**src/rtl/matrix_stream_ctrl_pkg.sv**
```systemverilog
// ---------------------------------------------------------------------------
// matrix_stream_ctrl_pkg
// Shared definitions for the matrix stream controller:
//   - default matrix dimension, operand/result widths and watchdog limit
//   - FSM state encoding
//   - idx_width(): width of an element index covering 0 .. n*n-1
// ---------------------------------------------------------------------------
package matrix_stream_ctrl_pkg;

  localparam int MSC_N           = 4;
  localparam int MSC_DATA_W      = 8;
  localparam int MSC_RES_W       = 16;
  localparam int MSC_TIMEOUT_CYC = 64;

  typedef enum logic [2:0] {
    LOAD_A,
    LOAD_B,
    KICK,
    WAIT,
    STREAM
  } state_t;

  function automatic int idx_width(input int n);
    return (n * n > 1) ? $clog2(n * n) : 1;
  endfunction

endpackage

```
**src/rtl/mat_idx_counter.sv**
```systemverilog
// ---------------------------------------------------------------------------
// mat_idx_counter
// Element index for an N x N matrix walked in row-major order.
// Ports:
//   clk, rst  clock / asynchronous active-high reset
//   clr       force idx to 0 (wins over inc)
//   inc       advance idx by one; saturates at N*N-1 so idx never exceeds it
//   idx       current element index
//   tc        terminal count, high while idx == N*N-1
// ---------------------------------------------------------------------------
module mat_idx_counter
  import matrix_stream_ctrl_pkg::*;
#(
  parameter int N = MSC_N,
  localparam int IDX_W = idx_width(N)
) (
  input  logic             clk,
  input  logic             rst,
  input  logic             clr,
  input  logic             inc,
  output logic [IDX_W-1:0] idx,
  output logic             tc
);

  localparam logic [IDX_W-1:0] LAST = IDX_W'(N * N - 1);

  assign tc = (idx == LAST);

  // NOTE: sequential state is written with <= only, so every flop samples
  // the values from before the edge regardless of statement order.
  always_ff @(posedge clk or posedge rst) begin
    if (rst) begin
      idx <= '0;
    end else if (clr) begin
      idx <= '0;
    end else if (inc && !tc) begin
      idx <= idx + 1'b1;
    end
  end

endmodule

```
**src/rtl/matrix_stream_ctrl.sv**
```systemverilog
// ---------------------------------------------------------------------------
// matrix_stream_ctrl
// Loads two N x N operand matrices from a single element stream (A then B,
// row-major), kicks an external matrix unit, waits for its completion edge,
// captures the result and streams it back out row-major.
// Ports:
//   clk, rst              clock / asynchronous active-high reset
//   in_valid/in_ready     operand stream handshake, in_data element
//   mat_a, mat_b          registered operands to the matrix unit
//   mat_start             one-cycle start pulse
//   mat_done, mat_c       unit completion level and result
//   out_valid/out_ready   result stream handshake, out_data element,
//                         out_last flags element N*N-1
//   busy                  high unless idle in LOAD_A with idx 0
//   err_timeout           sticky watchdog flag
// Build option:
//   MATRIX_DONE_TIMEOUT_EN  enables the WAIT watchdog (TIMEOUT_CYC cycles);
//                           without it WAIT waits forever and err_timeout=0.
// ---------------------------------------------------------------------------
module matrix_stream_ctrl
  import matrix_stream_ctrl_pkg::*;
#(
  parameter int N           = MSC_N,
  parameter int DATA_W      = MSC_DATA_W,
  parameter int RES_W       = MSC_RES_W,
  parameter int TIMEOUT_CYC = MSC_TIMEOUT_CYC
) (
  input  logic                                clk,
  input  logic                                rst,
  input  logic                                in_valid,
  output logic                                in_ready,
  input  logic [DATA_W-1:0]                   in_data,
  output logic [N-1:0][N-1:0][DATA_W-1:0]     mat_a,
  output logic [N-1:0][N-1:0][DATA_W-1:0]     mat_b,
  output logic                                mat_start,
  input  logic                                mat_done,
  input  logic [N-1:0][N-1:0][RES_W-1:0]      mat_c,
  output logic                                out_valid,
  input  logic                                out_ready,
  output logic [RES_W-1:0]                    out_data,
  output logic                                out_last,
  output logic                                busy,
  output logic                                err_timeout
);

  localparam int IDX_W = idx_width(N);

  state_t                        state;
  logic [IDX_W-1:0]              idx;
  logic                          tc;
  // Flat row-major views: element i*N+j of these is element [i][j] of the
  // 2-D ports, so the stream index addresses them directly.
  logic [N*N-1:0][DATA_W-1:0]    a_q;
  logic [N*N-1:0][DATA_W-1:0]    b_q;
  logic [N*N-1:0][RES_W-1:0]     res_buf;
  logic                          done_q;
  logic                          load_beat;
  logic                          out_hs;
  logic                          done_edge;

  assign in_ready  = (state == LOAD_A) || (state == LOAD_B);
  assign load_beat = in_valid && in_ready;
  // out_valid is only ever high in STREAM, so out_ready is ignored elsewhere.
  assign out_hs    = out_valid && out_ready;
  assign done_edge = mat_done && !done_q;

  assign mat_a     = a_q;
  assign mat_b     = b_q;
  assign out_data  = out_valid ? res_buf[idx] : '0;
  assign out_last  = out_valid && tc;
  assign busy      = !((state == LOAD_A) && (idx == '0));

  // Each phase (load A, load B, stream) ends on its last beat, which also
  // returns the index to 0 for the next phase.
  mat_idx_counter #(.N(N)) u_idx (
    .clk (clk),
    .rst (rst),
    .clr ((load_beat || out_hs) && tc),
    .inc (load_beat || out_hs),
    .idx (idx),
    .tc  (tc)
  );

`ifdef MATRIX_DONE_TIMEOUT_EN
  localparam int WAIT_W = $clog2(TIMEOUT_CYC + 1);
  localparam logic [WAIT_W-1:0] WAIT_LAST = WAIT_W'(TIMEOUT_CYC - 1);
  logic [WAIT_W-1:0] wait_cnt;
`else
  assign err_timeout = 1'b0;
`endif

  always_ff @(posedge clk or posedge rst) begin
    if (rst) begin
      state     <= LOAD_A;
      // NOTE: the operand and result buffers are flops, not RAM, and a reset
      // must leave no stale data visible, so they are cleared here too.
      a_q       <= '0;
      b_q       <= '0;
      res_buf   <= '0;
      mat_start <= 1'b0;
      out_valid <= 1'b0;
      done_q    <= 1'b0;
`ifdef MATRIX_DONE_TIMEOUT_EN
      wait_cnt    <= '0;
      err_timeout <= 1'b0;
`endif
    end else begin
      done_q    <= mat_done;
      mat_start <= 1'b0;
      case (state)
        LOAD_A: begin
          if (load_beat) begin
            a_q[idx] <= in_data;
            if (tc) state <= LOAD_B;
          end
        end
        LOAD_B: begin
          if (load_beat) begin
            b_q[idx] <= in_data;
            if (tc) begin
              state     <= KICK;
              mat_start <= 1'b1;
            end
          end
        end
        KICK: begin
          state <= WAIT;
`ifdef MATRIX_DONE_TIMEOUT_EN
          wait_cnt <= '0;
`endif
        end
        WAIT: begin
          if (done_edge) begin
            res_buf   <= mat_c;
            out_valid <= 1'b1;
            state     <= STREAM;
          end
`ifdef MATRIX_DONE_TIMEOUT_EN
          else if (wait_cnt == WAIT_LAST) begin
            err_timeout <= 1'b1;
            state       <= LOAD_A;
          end else begin
            wait_cnt <= wait_cnt + 1'b1;
          end
`endif
        end
        STREAM: begin
          if (out_hs && tc) begin
            out_valid <= 1'b0;
            state     <= LOAD_A;
          end
        end
        default: state <= LOAD_A;
      endcase
    end
  end

endmodule

```
**config.mk**
```make
export PLATFORM = sky130hd
export DESIGN_NAME = matrix_stream_ctrl
export DESIGN_NICKNAME = d
export VERILOG_FILES = /design/src/rtl/matrix_stream_ctrl_pkg.sv /design/src/rtl/mat_idx_counter.sv /design/src/rtl/matrix_stream_ctrl.sv
export SDC_FILE = /design/constraint.sdc
export NUM_CORES = 1
export LEC_CHECK = 0
export BUFFER_PORTS_ARGS = -buffer_cell sky130_fd_sc_hd__buf_2
export CAP_MARGIN = 20
export CORE_ASPECT_RATIO = 1.25
export CORE_UTILIZATION = 35
export CTS_CLUSTER_DIAMETER = 60
export DETAILED_ROUTE_END_ITERATION = 10
export SYNTH_ARGS = -nofsm -noshare
export SYNTH_HDL_FRONTEND = slang
export SYNTH_HIERARCHICAL = 1
export SYNTH_SLANG_ARGS = --single-unit
```
**constraint.sdc**
```tcl
create_clock -name clk -period 20.5 [get_ports clk]
set_clock_uncertainty 0.15 [all_clocks]
set_input_delay 2.05 -clock clk [delete_from_list [all_inputs] [get_ports clk]]
set_output_delay 2.05 -clock clk [all_outputs]
set_load 0.01 [all_outputs]
```
==> results of run 1 <==
==> cell usage after synthesis, types with 2 or more instances <==
cell type and count:
nand3_1 19, o22ai_1 16, mux2_4 17, a22o_1 16
mux2i_1 33, dfrtp_1 522, nor3_2 5, buf_2 39
nor4_4 2, clkbuf_1 44, or3_1 2, o31ai_1 16
nand4_1 6, a21oi_1 3, nor3_4 3, and2_1 3
nor2_1 7, buf_1 6, nand2_1 4, nor3_1 2
inv_1 4, mux2_2 528, nor2b_1 6, mux4_2 32
buf_6 4, a22oi_1 16, nand2b_1 8
==> critical path, cell delays in order (launching register included) <==
cell and delay, ps:
dfrtp_4 1110, buf_4 770, mux2i_1 180, a22o_1 300, o31ai_1 280, buf_2 190
==> cell families (layout without fill, tap and decap cells) <==
| family | Yosys count | after routing |
|---|---|---|
| buffers and inverters | 98 | 667 |
| XOR/XNOR | 1 | 1 |
| AO/OA/AOI/OAI | 72 | 72 |
| multiplexers | 610 | 610 |
| adder cells (fa/ha/maj) | 1 | 1 |
| flip-flops | 522 | 522 |
| other | 1 | 22 |
| AND/OR/NAND/NOR | 79 | 79 |
==> layout make-up <==
class	count	area (µm²)	area share (%)
multi-input combinational	764	8390	30.6
timing repair buffer	561	2890	10.6
tap	832	1040	3.80
inverter	4	22.5	0.0822
sequential	522	13100	47.7
clock buffer	78	1630	5.93
antenna	21	52.6	0.192
clock inverter	24	322	1.17
==> how the worst max path moves through the flow <==
| stage | cells after the start | endpoint | start |
|---|---|---|---|
| after floorplan | 1 | done_q | rst |
| after global placement | 5 | out_data[2] | u_idx/idx[0] |
| after detailed placement | 5 | out_data[0] | u_idx/idx[0] |
| after CTS | 5 | out_data[0] | u_idx/idx[0] |
| after global routing | 5 | out_data[8] | u_idx/idx[0] |
| final | 5 | out_data[0] | u_idx/idx[0] |
==> report_power, final <==
part | total [µW] | internal (µW) | switching [µW]
combinational | 1340 | 699 | 642
clock | 1060 | 631 | 428
sequential | 1660 | 1410 | 252
total | 4060 | 2740 | 1320
==> metal layers <==
metal  track usage (%)  wire length (µm)
met3              5.68              4560
met4              9.04              2650
met2              34.3             32400
met1              24.3             26200
met5                 0                80
==> per-stage QoR <==
stage / utilization, % / instance area (µm²) / hold WS (ps) / worst slack (ps)
2_1_floorplan: - / 21900 / 325 / 3830
4_1_cts: 44.2 / 27300 / 351 / 14710
3_5_place_dp: 41.0 / 25400 / 337 / 15380
6_report: 44.3 / 27400 / 348 / 14790
3_3_place_gp: 41.0 / 25400 / 333 / 15400
5_1_grt: 44.2 / 27400 / 366 / 14530
==> flip-flops by register name (all words and copies together), names as in the netlist <==
register,cells
done_q,1
mat_a,128
mat_b,128
mat_start,1
out_valid,1
res_buf,256
state,3
u_idx/idx,4
==> key figures, run 1 <==
Status
  • Status: finished clean

Yosys
  • Largest family of logic cells by synthesized area: multiplexers
  • Synth unique cells: 48
  • Synth Cell Area: 21900 µm²
  • Mapped Avg Cell Area: 15.8 µm²
  • Most common flop cell mapped by yosys: dfrtp_1
  • Main area contributors after synthesis: dfrtp_1, mux2_2, mux4_2, mux2i_1, mux2_4
  • Post-synthesis adder-cell area fraction: 0.0572%
  • Syn Nets: 1654
  • Sequential area share after synthesis: 59.7%
  • Post-synth top area share: 59.7%
  • Mux cell area share after synthesis: 33.1%
  • Post-synth EDFFs: 0
  • Post-synth ARST share: 100%
  • Synth Area in XOR/XNOR: 0.0400%
  • Synth Warn #: 6
  • Syn Inst Count: 1384
  • Number of synthesized register bits: 522
  • Leading area contributor after synthesis: dfrtp_1
  • Post-synthesis simple-gate area fraction: 2.56%
  • Synth Area in Compound Gates: 2.44%

Global route
  • Initial antenna violation count: 31
  • Grt total ovfl: 0
  • First-pass GRT wire length: 96200 µm
  • Largest net degree at the start of global routing: 178
  • Vias in the first global route: 14900
  • GRT Util Overall: 20.4%

Timing
  • Final setup fails: 0
  • Unrepaired setup endpoints after global routing: false
  • Worst Max-Slew Pin Slew: 1070 ps
  • Period utilization: 27.9%
  • Final min period: 5710 ps
  • Final hold viol count: 0
  • TNS Setup: 0 ps
  • Fmax: 175 MHz
  • Slew Limit Fails: 0
  • Worst slew margin relative to its limit: 28.7%

Floorplan
  • Boundary pin count: 547
  • Die area: 63500 µm²
  • Chip height: 282 µm
  • Core Area: 61900 µm²
  • Die Width: 226 µm
  • FP Rows: 102
  • Initial core utilization: 35.4%

Min path
  • Hold Path Class: reg2reg
  • Worst min-delay path startpoint: mat_b[76]
  • Hold Path Sink: mat_b[76]
  • Hold Path Depth: 1

Clock tree
  • Skew-Pair Late Insertion Delay: 600 ps
  • CTS tree: done
  • CTS resizes: 0
  • Setup Buffers After CTS: 0
  • Reg clk slew, reported paths: 60 ps
  • # clock sinks: 522
  • CTS buffer count: 55
  • Longest Clk Path Bufs: 3
  • Cts hold-fix bufs: 0
  • Clock Tree Root: clkbuf_16
  • # H-tree levels: 2

Route
  • First-pass DRT Iterations: 6
  • ANT nets after route: 0
  • Vias per Instance: 5.01
  • Post-Route WL: 65900 µm
  • 1st-iter DRT viols: 579
  • WL/cell: 23.5 µm
  • Via count: 14100
  • DRC: 0

Critical path
  • CP startpoint kind: flop
  • WP data arrival: 3510 ps
  • Reg2reg path depth: 5
  • Maximum fanout along the worst path: 59
  • Req. time, crit path: 18300 ps
  • Critical R2R Capture: res_buf[117]
  • R2R Setup Slk: 17050 ps
  • RR Startpoint: state[1]
  • Crit. End Element: output pin
  • Critical setup path kind: reg2out

Layout
  • Fillers: 5655
  • Fin nets: 2178
  • Commonest non-fill, non-tap cell in the layout: buf_2
  • Final std cells w/o fill: 2806
  • Commonest cells after routing, fill and taps aside: buf_2, mux2_2, dfrtp_1, clkbuf_16, mux2i_1
  • P&R area growth vs syn: 25.3%
  • Layout cells sized above 1: 64.2%

Run
  • Max Cap Viol: 0

Placed design
  • Post-placement cell count: 2682
  • Port Buffers: 545
  • Routability Congestion: 0.827
  • Hpwl dp: 46700 µm

Power and ir drop
  • Overall power: 4060 µW
  • Leak: 0.0137 µW
  • Pwr/cell area: 148 nW/µm²
  • Peak VDD IR: 0.0891 mV
Note: power is estimated with default switching activity, not from simulation.
==> inputs of run 2 (changes only) <==
==> constraint.sdc (replaced) <==
create_clock -name clk -period 5.26 [get_ports clk]
set_clock_uncertainty 0.15 [all_clocks]
set_input_delay 0.526 -clock clk [delete_from_list [all_inputs] [get_ports clk]]
set_output_delay 0.526 -clock clk [all_outputs]
set_load 0.01 [all_outputs]
==> key figures, run 2 (synthesis results as in run 1) <==
Status
  • Status: finished clean (unchanged)

Critical path
  • WP data arrival: 3420 ps (was 3510 ps)
  • Largest stage delay on the critical path: 1070 ps (was 1110 ps)
  • Req. time, crit path: 4580 ps (was 18300 ps)
  • Reg2reg path depth: 3 (was 5)
  • CP Cell Sequence: mux4_2, a22oi_1, o31ai_1, buf_2 (was buf_4, mux2i_1, a22o_1, o31ai_1, buf_2)
  • CP startpoint kind: flop (unchanged)
  • R2R Setup Slk: 2160 ps (was 17050 ps)
  • Buf+Inv Stages, Crit Path: 1 (was 2)
  • RR Startpoint: u_idx/idx[0] (was state[1])
  • Worst path slowest cell: dfrtp_4 (unchanged)
  • Maximum fanout along the worst path: 55 (was 59)
  • Cell family with most CP delay: flip-flops (unchanged)
  • CP Depth: 4 (was 5)
  • Critical setup path kind: reg2out (unchanged)
  • Setup crit start: u_idx/idx[0] (unchanged)
  • Crit. End Element: output pin (unchanged)

Route
  • DRC: 0 (unchanged)
  • ANT nets after route: 0 (unchanged)
  • Via count: 14900 (was 14100)
  • 1st-iter DRT viols: 760 (was 579)
  • First-pass DRT Iterations: 7 (was 6)
  • WL/cell: 22.3 µm (was 23.5 µm)
  • Post-Route WL: 67900 µm (was 65900 µm)
  • Vias per Instance: 4.92 (was 5.01)

Global route
  • First-pass GRT wire length: 101000 µm (was 96200 µm)
  • GRT Util Overall: 21.0% (was 20.4%)
  • Vias in the first global route: 16300 (was 14900)
  • Initial antenna violation count: 8 (was 31)
  • Grt total ovfl: 0 (unchanged)
  • Largest net degree at the start of global routing: 192 (was 178)

Floorplan
  • FP Rows: 102 (unchanged)
  • Die area: 63500 µm² (unchanged)
  • Core Area: 61900 µm² (unchanged)
  • Boundary pin count: 547 (unchanged)
  • Initial core utilization: 35.4% (unchanged)
  • Chip height: 282 µm (unchanged)
  • Die Width: 226 µm (unchanged)

Clock tree
  • Longest Clk Path Bufs: 3 (unchanged)
  • Setup Buffers After CTS: 0 (unchanged)
  • Skew-Pair Late Insertion Delay: 600 ps (about the same)
  • Reg clk slew, reported paths: 60 ps (about the same)
  • Clock Tree Root: clkbuf_16 (unchanged)
  • CTS buffer count: 56 (was 55)
  • CTS tree: done (unchanged)
  • # clock sinks: 522 (unchanged)
  • # H-tree levels: 2 (unchanged)

Power and ir drop
  • Sw frac: 32.5% (about the same)
  • Proportion of power drawn by flip-flops and latches: 40.5% (was 40.9%)
  • Sw Pwr: 5230 µW (was 1320 µW)
  • Clock power frac: 26.1% (about the same)
  • Peak VDD IR: 0.313 mV (was 0.0891 mV)
  • Int Power: 10900 µW (was 2740 µW)
  • Combinational share of power: 33.4% (was 33.0%)
  • Pwr/cell area: 538 nW/µm² (was 148 nW/µm²)
  • Leak: 0.0147 µW (was 0.0137 µW)

Timing
  • Slew Limit Fails: 0 (unchanged)
  • Fin Hold WS: 51.6 ps (was 348 ps)
  • Unrepaired setup endpoints after global routing: false (unchanged)
  • Final min period: 4100 ps
  • Final hold viol count: 0 (unchanged)
  • Fmax: 244 MHz
  • Worst slew margin relative to its limit: 28.2% (was 28.7%)
  • Period utilization: 77.9%
  • Final setup fails: 0 (unchanged)
  • Worst Max-Slew Pin Slew: 1080 ps (was 1070 ps)

Layout
  • Final Core Density: 48.3% (was 44.3%)
  • Layout cells sized above 1: 57.0% (was 64.2%)
  • Commonest cells after routing, fill and taps aside: buf_2, mux2_2, dfrtp_1, dlygate4sd3_1, clkbuf_16 (was buf_2, mux2_2, dfrtp_1, clkbuf_16, mux2i_1)
  • Commonest non-fill, non-tap cell in the layout: buf_2 (unchanged)
  • Fin nets: 2427 (was 2178)
  • Max reg flops: 256 (unchanged)
  • P&R area growth vs syn: 36.7% (was 25.3%)
  • Largest Register: res_buf (unchanged)

Placed design
  • Routability Congestion: 0.806 (was 0.827)
  • Port Buffers: 545 (unchanged)
  • Hpwl dp: 45400 µm (was 46700 µm)

Min path
  • Worst min-delay path startpoint: mat_c[178] (was mat_b[76])
  • Hold Path Depth: 2 (was 1)
  • Hold Path Class: in2reg (was reg2reg)

Run
  • Max Cap Viol: 0 (unchanged)
run 2: cell count changes in the layout (fill, tap and decap cells not counted), moves of 3 or more:
cell           before  now
clkinvlp_4          0    3
dlygate4sd3_1       0  251
diode_2            21    7
buf_4              13    8
clkbuf_1            9    4
buf_12              2    5
run 2: per-stage QoR:
stage	TNS (ps)	setup slack, ps	power (µW)	cell area, µm²	cells
floorplan	-1270270	-2450	9670	21900	1384
global placement	0	1720	11700	25400	2680
detailed placement	0	1680	11900	25400	2680
CTS	0	1020	16300	29900	3032
global route	0	1000	17000	29900	3037
finish	0	1160	16100	29900	3039
run 2: metal layers:
layer  routed length, µm  track usage [%]  vias up
li1                    -                -     6605
met1               27200             25.2     7722
met2               34100             36.5      493
met3                4210             5.04      114
met4                2280             7.71        6
met5                  36                0        -
run 2: layout make-up:
type,instances,area (µm²)
Antenna cell,7,17.5
Clock buffer,75,1650
Clock inverter,26,343
Fill cell,5329,32000
Inverter,4,18.8
Multi-Input combinational cell,764,8390
Sequential cell,522,13100
Tap cell,832,1040
Timing Repair Buffer,809,5400
run 2: power by group through the flow:
| stage | clock network, µW | registers (µW) | logic, µW |
|---|---|---|---|
| 6_report | 4210 | 6520 | 5380 |
| 2_1_floorplan | 0 | 6600 | 3070 |
| 4_1_cts | 4320 | 6530 | 5450 |
| 3_3_place_gp | 0 | 6520 | 5180 |
| 3_5_place_dp | 0 | 6590 | 5270 |
| 5_1_grt | 4480 | 6740 | 5770 |
run 2: worst paths after layout:
| check | to |
|---|---|
| min in group asynchronous | u_idx/idx[2] |
| max | out_data[5] |
| max in group asynchronous | mat_a[93] |
| min reg2reg | mat_b[48] |
| min | res_buf[178] |
| max reg2reg | mat_a[8] |
run 2: timing repair:
item	4_1_cts	5_1_grt
hold buffers	251	0
hold endpoints to repair	281	0
gates resized for setup	0	0
==> inputs of run 3 (changes only) <==
==> constraint.sdc (replaced) <==
create_clock -name clk -period 4.2 [get_ports clk]
set_clock_uncertainty 0.15 [all_clocks]
set_input_delay 0.42 -clock clk [delete_from_list [all_inputs] [get_ports clk]]
set_output_delay 0.42 -clock clk [all_outputs]
set_load 0.01 [all_outputs]
==> key figures, run 3 (synthesis results as in run 1) <==
Timing
  • Period utilization: 90.3%
  • Final min period: 3790 ps
  • Unrepaired setup endpoints after global routing: false (unchanged)
  • Slew Limit Fails: 0 (unchanged)
  • Worst Max-Slew Pin Slew: 1060 ps (was 1080 ps)
  • Final setup fails: 0 (unchanged)
  • Fmax: 264 MHz
  • Final hold viol count: 0 (unchanged)
  • Worst slew margin relative to its limit: 29.2% (was 28.2%)

Global route
  • Initial antenna violation count: 7 (was 8)
  • Grt total ovfl: 0 (unchanged)
  • Vias in the first global route: 16300 (about the same)
  • GRT Util Overall: 21.4% (was 21.0%)
  • Largest net degree at the start of global routing: 175 (was 192)
  • First-pass GRT wire length: 102000 µm (was 101000 µm)

Clock tree
  • # H-tree levels: 2 (unchanged)
  • CTS resizes: 0 (unchanged)
  • # clock sinks: 522 (unchanged)
  • CTS buffer count: 55 (was 56)
  • CTS tree: done (unchanged)
  • Skew-Pair Late Insertion Delay: 600 ps (about the same)
  • Clock Tree Root: clkbuf_16 (unchanged)
  • Setup Buffers After CTS: 0 (unchanged)
  • Longest Clk Path Bufs: 3 (unchanged)
  • Cts hold-fix bufs: 260 (was 251)
  • Reg clk slew, reported paths: 60 ps (about the same)

Floorplan
  • FP Rows: 102 (unchanged)
  • Core Area: 61900 µm² (unchanged)
  • Chip height: 282 µm (unchanged)
  • Die area: 63500 µm² (unchanged)
  • Boundary pin count: 547 (unchanged)
  • Die Width: 226 µm (unchanged)
  • Initial core utilization: 35.4% (unchanged)

Layout
  • Layout cells sized above 1: 57.0% (about the same)
  • Fillers: 5385 (was 5329)
  • Largest Register: res_buf (unchanged)
  • Final std cells w/o fill: 3061 (was 3039)
  • P&R area growth vs syn: 37.7% (was 36.7%)
  • Fin nets: 2448 (was 2427)
  • Commonest non-fill, non-tap cell in the layout: buf_2 (unchanged)
  • Max reg flops: 256 (unchanged)
  • Commonest cells after routing, fill and taps aside: buf_2, mux2_2, dfrtp_1, dlygate4sd3_1, clkbuf_16 (unchanged)

Critical path
  • Critical setup path kind: reg2out (unchanged)
  • Crit. End Element: output pin (unchanged)
  • Maximum fanout along the worst path: 41 (was 55)
  • WP data arrival: 3220 ps (was 3420 ps)
  • Req. time, crit path: 3630 ps (was 4580 ps)
  • CP startpoint kind: flop (unchanged)

Power and ir drop
  • Combinational share of power: 34.5% (was 33.4%)
  • Leak: 0.0149 µW (was 0.0147 µW)
  • Proportion of power drawn by flip-flops and latches: 39.8% (was 40.5%)
  • Int Power: 13600 µW (was 10900 µW)
  • Overall power: 20200 µW (was 16100 µW)
  • Sw frac: 32.6% (was 32.5%)
  • Pwr/cell area: 669 nW/µm² (was 538 nW/µm²)
  • Clock power frac: 25.7% (was 26.1%)
  • Peak VDD IR: 0.482 mV (was 0.313 mV)
  • Sw Pwr: 6570 µW (was 5230 µW)

Route
  • First-pass DRT Iterations: 4 (was 7)
  • DRC: 0 (unchanged)
  • WL/cell: 22.4 µm (was 22.3 µm)
  • Vias per Instance: 4.89 (was 4.92)
  • ANT nets after route: 0 (unchanged)
  • 1st-iter DRT viols: 676 (was 760)
  • Via count: 15000 (was 14900)
  • Post-Route WL: 68500 µm (was 67900 µm)

Placed design
  • Hpwl dp: 46200 µm (was 45400 µm)
  • Routability Congestion: 0.804 (was 0.806)
  • Post-placement cell count: 2693 (was 2680)
  • Port Buffers: 545 (unchanged)

Status
  • Status: finished clean (unchanged)

Min path
  • Hold Path Class: in2async (was in2reg)

Run
  • Max Cap Viol: 0 (unchanged)
-- run 3: path summary, 6_finish.rpt --
check / to / cells past startpoint / slack, ps / startpoint
min: u_idx/idx[1] / 3 / 170 / rst
max in group asynchronous: mat_a[83] / 5 / 2530 / rst
min in group clk: mat_a[32] / 1 / 350 / mat_a[32]
max: out_data[15] / 5 / 410 / u_idx/idx[0]
min reg2reg: mat_a[32] / 1 / 350 / mat_a[32]
max reg2reg: mat_a[9] / 3 / 1270 / u_idx/idx[0]
-- run 3: through the flow --
| stage | hold WS [ps] | cell area [µm²] | util (%) | setup TNS, ps | worst slack [ps] |
|---|---|---|---|---|---|
| detailed placement | 242 | 25600 | 41.3 | 0 | 953 |
| global route | 151 | 30100 | 48.7 | 0 | 143 |
| finish | 173 | 30100 | 48.7 | 0 | 406 |
| CTS | 134 | 30100 | 48.7 | 0 | 290 |
| global placement | 240 | 25500 | 41.3 | 0 | 926 |
| floorplan | 36.1 | 21900 | - | -1764440 | -3410 |
-- run 3: layer usage --
| layer | global-route usage [%] | share of wire [%] |
|---|---|---|
| met1 | 25.4 | 40 |
| met2 | 35.9 | 49 |
| met3 | 5.54 | 6.4 |
| met4 | 10.3 | 4.9 |
| met5 | 0 | 0.018 |
-- run 3: critical path: stages (launching register included) --
cell     delay [ps]
dfrtp_4         840
buf_4           630
mux4_2          580
a22oi_1         220
o31ai_1         140
buf_2           200
-- run 3: cell type report --
class                           count  area [µm²]  share of cell area, %
Tap cell                          832        1040                   3.46
Clock inverter                     25         308                   1.02
Clock buffer                       77        1640                   5.45
Timing Repair Buffer              831        5650                   18.8
Antenna cell                        6        15.0                 0.0498
Inverter                            4        18.8                 0.0623
Sequential cell                   522       13100                   43.4
Multi-Input combinational cell    764        8390                   27.8
-- run 3: power by group through the flow --
stage | clock [µW] | combinational [µW] | sequential, µW
6_report | 5190 | 6960 | 8020
5_1_grt | 5520 | 7460 | 8270
4_1_cts | 5330 | 7030 | 8010
3_5_place_dp | 0 | 6800 | 8080
3_3_place_gp | 0 | 6680 | 7990
2_1_floorplan | 0 | 3850 | 8270
